## src/rtl/if_pkg.sv

```systemverilog
// Shared constants and the buffered fetch-entry type for the instruction-fetch stage.
package if_pkg;

  localparam logic [31:0] NOP_INSTR        = 32'h0000_0000;
  localparam logic [31:0] PC_STEP          = 32'd4;
  localparam logic [31:0] DEFAULT_RESET_PC = 32'h0000_0000;

  typedef struct packed {
    logic [31:0] pc_plus4;
    logic [31:0] instr;
  } fetch_entry_t;

endpackage

```

## src/rtl/fetch_fifo.sv

```systemverilog
// Synchronous FIFO with clear; used for the pending-PC queue and the output buffer.
module fetch_fifo #(
  parameter int unsigned WIDTH = 32,
  parameter int unsigned DEPTH = 4,
  localparam int unsigned AW   = $clog2(DEPTH)
) (
  input  logic             i_clk,
  input  logic             i_rst,
  input  logic             i_clear,
  input  logic             i_push,
  input  logic [WIDTH-1:0] i_data,
  input  logic             i_pop,
  output logic [WIDTH-1:0] o_data,
  output logic [AW:0]      o_count,
  output logic             o_empty
);

  localparam logic [AW:0] FULL_COUNT = (AW+1)'(DEPTH);

  logic [WIDTH-1:0] r_mem [DEPTH];
  logic [AW-1:0]    r_wr;
  logic [AW-1:0]    r_rd;
  logic [AW:0]      r_count;
  logic             w_push;
  logic             w_pop;

  assign w_push  = i_push && (r_count != FULL_COUNT);
  assign w_pop   = i_pop && (r_count != '0);
  assign o_data  = r_mem[r_rd];
  assign o_count = r_count;
  assign o_empty = (r_count == '0);

  always_ff @(posedge i_clk or posedge i_rst) begin
    if (i_rst) begin
      r_wr    <= '0;
      r_rd    <= '0;
      r_count <= '0;
    end else if (i_clear) begin
      r_wr    <= '0;
      r_rd    <= '0;
      r_count <= '0;
    end else begin
      if (w_push) r_wr <= r_wr + 1'b1;
      if (w_pop)  r_rd <= r_rd + 1'b1;
      r_count <= r_count + {{AW{1'b0}}, w_push} - {{AW{1'b0}}, w_pop};
    end
  end

  always_ff @(posedge i_clk) begin
    if (w_push && !i_clear) r_mem[r_wr] <= i_data;
  end

endmodule

```

## src/rtl/instr_fetch.sv

```systemverilog
// Instruction-fetch stage: credit-limited in-order fetch, response buffering,
// IF/ID stall handling and redirect with stale-response dropping.
module instr_fetch
  import if_pkg::*;
#(
  parameter logic [31:0] RESET_PC = DEFAULT_RESET_PC,
  parameter int unsigned DEPTH    = 4
) (
  input  logic        clk_i,
  input  logic        rst_i,
  output logic        imem_req_o,
  output logic [31:0] imem_addr_o,
  input  logic        imem_gnt_i,
  input  logic        imem_rvalid_i,
  input  logic [31:0] imem_rdata_i,
  input  logic        redirect_i,
  input  logic [31:0] redirect_pc_i,
  input  logic        IF_IDWrite_i,
  output logic [31:0] PC_o,
  output logic [31:0] instr_o,
  output logic        valid_o,
  output logic        IF_flush_o
);

  localparam int unsigned CW      = $clog2(DEPTH) + 1;
  localparam logic [CW:0] OCC_MAX = (CW+1)'(DEPTH);

  logic [31:0]   r_fetch_pc;
  logic [CW-1:0] r_drop;

  logic [CW-1:0] w_pend_count;
  logic [CW-1:0] w_buf_count;
  logic          w_pend_empty;
  logic          w_buf_empty;
  logic [31:0]   w_pend_head;
  logic [63:0]   w_buf_data;
  fetch_entry_t  w_buf_head;
  fetch_entry_t  w_buf_in;
  logic [CW:0]   w_occ;
  logic          w_issue;
  logic          w_capture;
  logic          w_pop;

  assign w_occ      = {1'b0, w_pend_count} + {1'b0, w_buf_count};
  assign imem_req_o = !rst_i && (w_occ < OCC_MAX) && !redirect_i && (r_drop == '0);
  assign imem_addr_o = r_fetch_pc;
  assign w_issue    = imem_req_o && imem_gnt_i;
  assign w_capture  = imem_rvalid_i && (r_drop == '0) && !redirect_i;
  assign w_pop      = valid_o && IF_IDWrite_i && !redirect_i;

  assign w_buf_in   = '{pc_plus4: w_pend_head + PC_STEP, instr: imem_rdata_i};
  assign w_buf_head = fetch_entry_t'(w_buf_data);

  assign valid_o    = !w_buf_empty;
  assign PC_o       = valid_o ? w_buf_head.pc_plus4 : '0;
  assign instr_o    = valid_o ? w_buf_head.instr : NOP_INSTR;
  assign IF_flush_o = redirect_i;

  fetch_fifo #(.WIDTH(32), .DEPTH(DEPTH)) u_pending (
    .i_clk   (clk_i),
    .i_rst   (rst_i),
    .i_clear (redirect_i),
    .i_push  (w_issue),
    .i_data  (r_fetch_pc),
    .i_pop   (w_capture),
    .o_data  (w_pend_head),
    .o_count (w_pend_count),
    .o_empty (w_pend_empty)
  );

  fetch_fifo #(.WIDTH($bits(fetch_entry_t)), .DEPTH(DEPTH)) u_buffer (
    .i_clk   (clk_i),
    .i_rst   (rst_i),
    .i_clear (redirect_i),
    .i_push  (w_capture),
    .i_data  (w_buf_in),
    .i_pop   (w_pop),
    .o_data  (w_buf_data),
    .o_count (w_buf_count),
    .o_empty (w_buf_empty)
  );

  // A redirect during an earlier drop window keeps the responses still owed to it.
  always_ff @(posedge clk_i or posedge rst_i) begin
    if (rst_i) begin
      r_fetch_pc <= RESET_PC;
      r_drop     <= '0;
    end else if (redirect_i) begin
      r_fetch_pc <= redirect_pc_i;
      r_drop     <= r_drop + w_pend_count - CW'(imem_rvalid_i);
    end else begin
      if (w_issue) r_fetch_pc <= r_fetch_pc + PC_STEP;
      if (imem_rvalid_i && (r_drop != '0)) r_drop <= r_drop - 1'b1;
    end
  end

  a_no_orphan_rvalid : assert property (@(posedge clk_i) disable iff (rst_i)
    !(imem_rvalid_i && w_pend_empty && (r_drop == '0)));

endmodule

```

## config.mk

```make
export PLATFORM = sky130hd
export DESIGN_NAME = instr_fetch
export DESIGN_NICKNAME = d
export VERILOG_FILES = /design/src/rtl/if_pkg.sv /design/src/rtl/fetch_fifo.sv /design/src/rtl/instr_fetch.sv
export SDC_FILE = /design/constraint.sdc
export NUM_CORES = 1
export LEC_CHECK = 0
export ABC_AREA = 1
export BUFFER_PORTS_ARGS = -buffer_cell sky130_fd_sc_hd__buf_4
export CAP_MARGIN = 20
export CELL_PAD_IN_SITES_DETAIL_PLACEMENT = 0
export CELL_PAD_IN_SITES_GLOBAL_PLACEMENT = 1
export CORE_MARGIN = 2
export CORE_UTILIZATION = 49
export CTS_BUF_LIST = sky130_fd_sc_hd__clkbuf_4
export CTS_CLUSTER_DIAMETER = 100
export DETAILED_ROUTE_END_ITERATION = 16
export GPL_ROUTABILITY_DRIVEN = 0
export GPL_TIMING_DRIVEN = 0
export PLACE_DENSITY_LB_ADDON = 0.1
export SYNTH_ARGS = -nofsm -noshare
export SYNTH_HDL_FRONTEND = slang
export SYNTH_SLANG_ARGS = --single-unit
export TNS_END_PERCENT = 5
```

## constraint.sdc

```tcl
create_clock -name clk_i -period 5.2 [get_ports clk_i]
set_clock_uncertainty 0.1 [all_clocks]
set_input_delay 0.52 -clock clk_i [delete_from_list [all_inputs] [get_ports clk_i]]
set_output_delay 0.52 -clock clk_i [all_outputs]
set_load 0.005 [all_outputs]
```

==> impl_metrics.prom, run 1 <==
# TYPE chip_impl_metric gauge
chip_impl_metric{name="final_nets",unit=""} 2413
chip_impl_metric{name="num-fill-cells",unit=""} 3356
chip_impl_metric{name="drt_pass1_iterations",unit=""} 5
chip_impl_metric{name="relSlewSlack",unit="%"} 32.2
chip_impl_metric{name="async_flop_share",unit="%"} 11.3
chip_impl_info{name="cts.root.buffer_cell",value="sky130_fd_sc_hd__clkbuf_4"} 1
chip_impl_metric{name="placement.setup.worst_slack",unit="ns"} 1.89
chip_impl_metric{name="groute.usage.overall",unit="%"} 25.3
chip_impl_metric{name="synth-seq-cells",unit=""} 433
chip_impl_metric{name="setup_slack",unit="ns"} 1.16
chip_impl_metric{name="vias_per_cell",unit=""} 5.08
chip_impl_metric{name="maxSlewViolCount",unit=""} 0
chip_impl_info{name="path_class",value="reg -> out"} 1
chip_impl_metric{name="yosysTopAreaCellShare",unit="%"} 58.6
chip_impl_metric{name="grt_antenna_before_repair",unit=""} 1
chip_impl_metric{name="synth.yosys.warnings",unit=""} 0
chip_impl_info{name="synth_area_leader",value="sky130_fd_sc_hd__edfxtp_1"} 1
chip_impl_info{name="ys_top_cells_by_area",value="sky130_fd_sc_hd__edfxtp_1 59%, sky130_fd_sc_hd__nand2_1 9.4%, sky130_fd_sc_hd__nor2_1 7.3%, sky130_fd_sc_hd__dfrtp_1 6.2%, sky130_fd_sc_hd__o21ai_0 3.8%"} 1
chip_impl_metric{name="core_area",unit="um^2"} 39600
chip_impl_metric{name="crit_arrival",unit="ns"} 3.42
chip_impl_metric{name="synth-seq-area-share",unit="%"} 64.9
chip_impl_metric{name="synthesis.instances",unit=""} 1963
chip_impl_info{name="dominantRegCellSynth",value="sky130_fd_sc_hd__edfxtp_1"} 1
chip_impl_metric{name="power_density_normalized_to_cell_area",unit="nW/um^2"} 367
chip_impl_metric{name="detailed_place.area",unit="um^2"} 22000
chip_impl_metric{name="num_io_pins",unit=""} 169
chip_impl_metric{name="clock_tree.buffer_depth",unit=""} 3
chip_impl_metric{name="cts.repair.resized",unit=""} 0
chip_impl_metric{name="routed_wl",unit="mm"} 51.6
chip_impl_metric{name="synth_nets",unit=""} 2057
chip_impl_metric{name="leakagePower",unit="nW"} 9.62
chip_impl_metric{name="total_setup_violations_reported_at_the_end_of_the_flow",unit=""} 0
chip_impl_metric{name="cts_made_buffers",unit=""} 107
chip_impl_metric{name="grt_max_degree",unit=""} 34
chip_impl_metric{name="cap_violations",unit=""} 0
chip_impl_metric{name="design.die.area",unit="um^2"} 41800
chip_impl_info{name="hp-class",value="in -> async"} 1
chip_impl_info{name="final_cell_mix",value="493 x sky130_fd_sc_hd__nand2_1, 384 x sky130_fd_sc_hd__edfxtp_1, 374 x sky130_fd_sc_hd__nor2_1, 177 x sky130_fd_sc_hd__buf_4, 152 x sky130_fd_sc_hd__clkbuf_4"} 1
chip_impl_metric{name="placementRows",unit=""} 73
chip_impl_metric{name="syn_to_final_growth",unit="%"} 22.1
chip_impl_metric{name="worst-path-max-fanout",unit=""} 10
chip_impl_metric{name="die_height",unit="um"} 204
chip_impl_metric{name="first_global_vias",unit=""} 14800
chip_impl_metric{name="antenna_violation_net_count_after_detailed_routing",unit=""} 0
chip_impl_info{name="start_kind",value="flip-flop"} 1
chip_impl_metric{name="initial_core_util",unit="%"} 49.6
chip_impl_metric{name="avgRoutedWirePerCell",unit="um"} 17.6
chip_impl_metric{name="fin_area",unit="um^2"} 24000
chip_impl_metric{name="final_hold_viol_count",unit=""} 0
chip_impl_metric{name="layout.area.seq",unit="um^2"} 12800
chip_impl_metric{name="globalRoute.totalOverflow",unit=""} 0
chip_impl_metric{name="synth_enable_flop_cells",unit=""} 384
chip_impl_info{name="layout_commonest_cell",value="sky130_fd_sc_hd__nand2_1"} 1
chip_impl_metric{name="detail_route.drc_violations",unit=""} 0
chip_impl_metric{name="drt-initial-drc-count",unit=""} 853
chip_impl_metric{name="synth.avg_cell_area",unit="um^2"} 10.0
chip_impl_info{name="cts_tree",value="done"} 1
chip_impl_metric{name="area_occupied_by_multi_input_gates",unit="um^2"} 6100
chip_impl_metric{name="die-width",unit="um"} 204
chip_impl_metric{name="grt_pass1_wl",unit="mm"} 79.8
chip_impl_metric{name="placed_wire_length_estimate_after_detailed_placement",unit="mm"} 36.0
chip_impl_metric{name="cts.sink_count",unit=""} 433
chip_impl_metric{name="post_synth_instance_area",unit="um^2"} 19700
chip_impl_metric{name="port_buffers",unit=""} 167
chip_impl_info{name="outcome",value="finished clean"} 1
chip_impl_metric{name="clock_latency_at_the_later_pin_of_the_worst_skew_pair",unit="ns"} 0.78
chip_impl_metric{name="fraction_of_final_layout_cells_with_drive_strength_greater_than_1",unit="%"} 17.0
chip_impl_metric{name="dr_total_vias",unit=""} 14900
chip_impl_metric{name="finalHoldWorstSlack",unit="ns"} 0.194
chip_impl_metric{name="timing.final.crit_period",unit="ns"} 4.04
chip_impl_metric{name="worst_pin_slew",unit="ns"} 1.02
chip_impl_metric{name="design_power_total",unit="mW"} 8.81
chip_impl_info{name="end_kind",value="output port"} 1
chip_impl_metric{name="peakVddDrop",unit="mV"} 0.179
chip_impl_metric{name="achievable-frequency",unit="GHz"} 0.247
chip_impl_metric{name="number_of_distinct_library_cells_after_synthesis",unit=""} 41
chip_impl_metric{name="cts.clk_slew.worst_paths",unit="ns"} 0.07
chip_impl_info{name="unrepaired_setup_endpoints_after_global_routing",value="no"} 1
chip_impl_metric{name="layout_worst_path_cycle_share",unit="%"} 77.7
chip_impl_metric{name="cts_setup_buffers",unit=""} 0
chip_impl_metric{name="critPathRequiredTime",unit="ns"} 4.58
chip_impl_metric{name="cts_htree_levels",unit=""} 3
==> metal layers <==
layer  vias up  part of all wire, %  wire length, um  global-route usage (%)
met5         -                    0                0                       0
met1      6938                   41            21000                    30.5
met4         0                  3.5             1800                    11.9
met2       463                   50            26000                    44.2
met3        98                  5.4             2790                    4.18
li1       7401                    -                -                       -
==> timing repair <==
action                                  4_1_cts  5_1_grt
hold buffers                                 67        0
endpoints found under the setup margin        0        0
endpoints found under the hold margin       214        0
==> kinds of logic after synthesis <==
| family | after synthesis | share of synthesized area (%) |
|---|---|---|
| compound gates | 239 | 6.35 |
| xor+xnor | 38 | 1.69 |
| fa+ha+maj | 24 | 1.64 |
| buf+inv | 197 | 4.42 |
| flops | 433 | 64.9 |
| mux | 1 | 0.0572 |
| simple gates | 1031 | 21.0 |
==> area by class of cell <==
| class | instances | area share, % |
|---|---|---|
| clock inverter | 47 | 1.05 |
| antenna | 1 | 0.0104 |
| clock buffer | 152 | 4.75 |
| tap | 525 | 2.73 |
| multi-input combinational | 1333 | 25.4 |
| timing repair buffer | 247 | 9.31 |
| inverter | 107 | 1.69 |
| buffer | 90 | 1.93 |
| sequential | 433 | 53.1 |
==> critical path, stage by stage, from the launching register on <==
cell and delay, ns:
sky130_fd_sc_hd__dfrtp_1 0.45, sky130_fd_sc_hd__nor3_1 0.74, sky130_fd_sc_hd__clkbuf_1 0.56, sky130_fd_sc_hd__clkbuf_1 0.52, sky130_fd_sc_hd__a21oi_1 0.19, sky130_fd_sc_hd__buf_4 0.19
==> sequential cells by signal, summed over array words and instances (netlist names) <==
signal             flops
imem_addr_o           32
u_buffer.r_rd          2
r_drop                 3
u_buffer.o_count       3
u_pending.o_count      3
u_buffer.r_wr          2
u_buffer.r_mem       256
u_pending.r_rd         2
u_pending.r_mem      128
u_pending.r_wr         2
==> final timing paths <==
| path | from | end | slack (ns) | depth (start not counted) |
|---|---|---|---|---|
| worst max-delay path | u_buffer.o_count[1]$_DFF_PP0_ | PC_o[25] | 1.16 | 5 |
| worst min-delay path | rst_i | u_pending.o_count[2]$_DFF_PP0_ | 0.19 | 3 |
| worst max register to register | u_pending.o_count[2]$_DFF_PP0_ | u_pending.r_mem[0][5]$_DFFE_PP_ | 1.89 | 9 |
| worst min register to register | u_pending.r_wr[1]$_DFFE_PP0P_ | u_pending.r_wr[1]$_DFFE_PP0P_ | 0.46 | 2 |
| max in group asynchronous | rst_i | imem_addr_o[2]$_DFFE_PP0N_ | 4.22 | 4 |
| min in group clk_i | redirect_i | u_pending.r_rd[0]$_DFFE_PP0P_ | 0.27 | 3 |
==> metrics by stage <==
stage          cells  setup TNS, ns  utilization, %
6_report        2935              0            60.6
5_1_grt         2935              0            60.6
4_1_cts         2934              0            60.6
3_5_place_dp    2668              0            55.4
3_3_place_gp    2655        -372.45            54.4
2_1_floorplan   1963              0               -
==> Yosys cell counts (all sizes together) (3+ instances only) <==
cell type	n
nand2	498
nor2	394
edfxtp	384
o21ai	151
nand3	108
inv	106
a21oi	67
dfrtp	49
clkbuf	46
buf	44
xor2	30
ha	21
nand4	15
nor3	11
o211ai	11
xnor2	8
fa	3
==> report_power, final <==
group,total (mW),switching [mW],leakage (nW),internal [mW]
sequential,4.07,0.131,4.08,3.93
combinational,1.94,1.19,4.73,0.755
clock,2.80,1.34,0.814,1.46
Power figures use the tool's default switching activity.
==> inputs of run 2 (changes only) <==
CORE_UTILIZATION = 44   (was 49)
clock period = 3.3 ns   (was 5.2 ns; I/O delays follow)
==> impl_metrics.prom, run 2 (synthesis gave the netlist of run 1 again) <==
# TYPE chip_impl_metric gauge
chip_impl_info{name="final_cell_mix",value="491 x sky130_fd_sc_hd__nand2_1, 384 x sky130_fd_sc_hd__edfxtp_1, 374 x sky130_fd_sc_hd__nor2_1, 177 x sky130_fd_sc_hd__buf_4, 162 x sky130_fd_sc_hd__clkbuf_4"} 1
chip_impl_metric{name="detailed_place.area",unit="um^2"} 22000
chip_impl_metric{name="vias_per_cell",unit=""} 4.94
chip_impl_metric{name="relSlewSlack",unit="%"} 27.2
chip_impl_metric{name="grt_pass1_wl",unit="mm"} 81.9
chip_impl_metric{name="peakVddDrop",unit="mV"} 0.263
chip_impl_metric{name="core_area",unit="um^2"} 44200
chip_impl_metric{name="grt_max_degree",unit=""} 32
chip_impl_metric{name="cts_made_buffers",unit=""} 110
chip_impl_metric{name="cap_violations",unit=""} 0
chip_impl_info{name="end_kind",value="output port"} 1
chip_impl_metric{name="final_hold_viol_count",unit=""} 0
chip_impl_info{name="start_kind",value="flip-flop"} 1
chip_impl_metric{name="routed_wl",unit="mm"} 53.1
chip_impl_metric{name="avgRoutedWirePerCell",unit="um"} 17.6
chip_impl_metric{name="initial_core_util",unit="%"} 44.5
chip_impl_metric{name="first_global_vias",unit=""} 15000
chip_impl_metric{name="achievable-frequency",unit="GHz"} 0.316
chip_impl_metric{name="die_height",unit="um"} 215
chip_impl_info{name="path_class",value="reg -> out"} 1
chip_impl_metric{name="num-fill-cells",unit=""} 3916
chip_impl_metric{name="detail_route.drc_violations",unit=""} 0
chip_impl_metric{name="fraction_of_final_layout_cells_with_drive_strength_greater_than_1",unit="%"} 18.4
chip_impl_metric{name="num_io_pins",unit=""} 169
chip_impl_metric{name="fin_area",unit="um^2"} 24300
chip_impl_info{name="hp-class",value="in -> async"} 1
chip_impl_metric{name="antenna_violation_net_count_after_detailed_routing",unit=""} 0
chip_impl_metric{name="clock_tree.buffer_depth",unit=""} 3
chip_impl_metric{name="drt-initial-drc-count",unit=""} 778
chip_impl_metric{name="cts.clk_slew.worst_paths",unit="ns"} 0.06
chip_impl_metric{name="die-width",unit="um"} 215
chip_impl_metric{name="number_of_flip_flops_in_the_largest_register",unit=""} 256
chip_impl_metric{name="groute.usage.overall",unit="%"} 23.2
chip_impl_metric{name="layout.area.seq",unit="um^2"} 12800
chip_impl_metric{name="drt_pass1_iterations",unit=""} 7
chip_impl_metric{name="dr_total_vias",unit=""} 14900
chip_impl_metric{name="maxSlewViolCount",unit=""} 0
chip_impl_info{name="outcome",value="finished clean"} 1
chip_impl_info{name="layout_commonest_cell",value="sky130_fd_sc_hd__nand2_1"} 1
chip_impl_metric{name="crit_arrival",unit="ns"} 2.74
chip_impl_metric{name="timing.final.crit_period",unit="ns"} 3.17
chip_impl_metric{name="clock_latency_at_the_later_pin_of_the_worst_skew_pair",unit="ns"} 0.82
chip_impl_metric{name="power_density_normalized_to_cell_area",unit="nW/um^2"} 590
chip_impl_metric{name="globalRoute.totalOverflow",unit=""} 0
chip_impl_metric{name="worst-path-max-fanout",unit=""} 10
chip_impl_metric{name="reg2reg_depth",unit=""} 9
chip_impl_metric{name="cts_htree_levels",unit=""} 3
chip_impl_info{name="largest_register",value="u_buffer.r_mem"} 1
chip_impl_info{name="unrepaired_setup_endpoints_after_global_routing",value="yes"} 1
chip_impl_info{name="cts_tree",value="done"} 1
chip_impl_metric{name="placementRows",unit=""} 77
chip_impl_metric{name="layout_worst_path_cycle_share",unit="%"} 96.0
chip_impl_info{name="cts.root.buffer_cell",value="sky130_fd_sc_hd__clkbuf_4"} 1
chip_impl_metric{name="placed_wire_length_estimate_after_detailed_placement",unit="mm"} 37.1
chip_impl_metric{name="design.die.area",unit="um^2"} 46400
chip_impl_metric{name="final_nets",unit=""} 2422
chip_impl_metric{name="leakagePower",unit="nW"} 9.76
chip_impl_metric{name="port_buffers",unit=""} 167
chip_impl_metric{name="syn_to_final_growth",unit="%"} 23.6
chip_impl_metric{name="grt_antenna_before_repair",unit=""} 1
chip_impl_metric{name="critPathRequiredTime",unit="ns"} 2.87
chip_impl_metric{name="worst_pin_slew",unit="ns"} 1.09
chip_impl_metric{name="design_power_total",unit="mW"} 14.3
chip_impl_metric{name="area_occupied_by_multi_input_gates",unit="um^2"} 6120
chip_impl_metric{name="cts.sink_count",unit=""} 433
chip_impl_metric{name="total_setup_violations_reported_at_the_end_of_the_flow",unit=""} 0
-- run 2: report_power, final --
part           internal (mW)  leakage [nW]  switching (mW)
registers               6.20          4.08           0.214
clock network           2.65         0.892            2.15
logic                   1.23          4.79            1.89
total                   10.1          9.76            4.26
-- run 2: cell type report --
type                       instances  area share [%]
sequential                       433            52.5
multi-input combinational       1333            25.2
timing repair buffer             254            9.37
clock buffer                     162            5.00
tap                              592            3.05
buffer                            89            1.97
inverter                         107            1.67
clock inverter                    41            1.29
antenna                            2          0.0206
-- run 2: final timing paths --
check	startpoint	end	slack, ns
worst max-delay path	u_buffer.r_rd[0]$_DFFE_PP0P_	PC_o[25]	0.13
worst min-delay path	rst_i	u_buffer.o_count[2]$_DFF_PP0_	0.12
worst max register to register	u_pending.o_count[2]$_DFF_PP0_	u_pending.r_mem[1][7]$_DFFE_PP_	0.27
worst min register to register	u_buffer.r_wr[0]$_DFFE_PP0P_	u_buffer.r_wr[0]$_DFFE_PP0P_	0.46
max in group asynchronous	rst_i	imem_addr_o[4]$_DFFE_PP0N_	2.34
min in group clk_i	imem_gnt_i	imem_addr_o[26]$_DFFE_PP0N_	0.12
-- run 2: per-layer routing --
metal	up-vias	part of all wire [%]	global-route usage, %
li1	7401	-	-
met1	7017	42	27.7
met4	0	3.2	10.5
met2	380	51	41.2
met3	80	4.0	3.69
met5	-	0	0
-- run 2: through the flow --
stage / hold WS [ns] / std cells / util [%] / setup TNS (ns) / worst slack, ns
final: 0.117 / 3013 / 55.0 / 0 / 0.131
after global routing: 0.0793 / 3012 / 55.0 / -0.318 / -0.0650
after CTS: 0.0211 / 3011 / 55.0 / -0.00205 / -0.00205
after detailed placement: 0.427 / 2735 / 49.8 / -0.959 / -0.0413
after global placement: 0.430 / 2722 / 49.0 / -1065.52 / -3.48
after floorplan: 0.329 / 1963 / - / -269.47 / -1.02
-- run 2: repair_timing --
item                                    in CTS  in global routing
resized for setup                           15                  9
hold endpoints to repair                   199                  0
setup buffers                                0                  0
cloned                                       0                  0
endpoints found under the setup margin     115                 78
hold buffers                                74                  0
-- run 2: worst max-delay path, cell delays in order, from the launching register on --
cell and delay (ns):
sky130_fd_sc_hd__dfrtp_1 0.39, sky130_fd_sc_hd__clkbuf_2 0.31, sky130_fd_sc_hd__buf_1 0.47, sky130_fd_sc_hd__nor2_1 0.10
sky130_fd_sc_hd__nor2_1 0.09, sky130_fd_sc_hd__o21ai_0 0.08, sky130_fd_sc_hd__a21oi_1 0.31, sky130_fd_sc_hd__buf_4 0.17
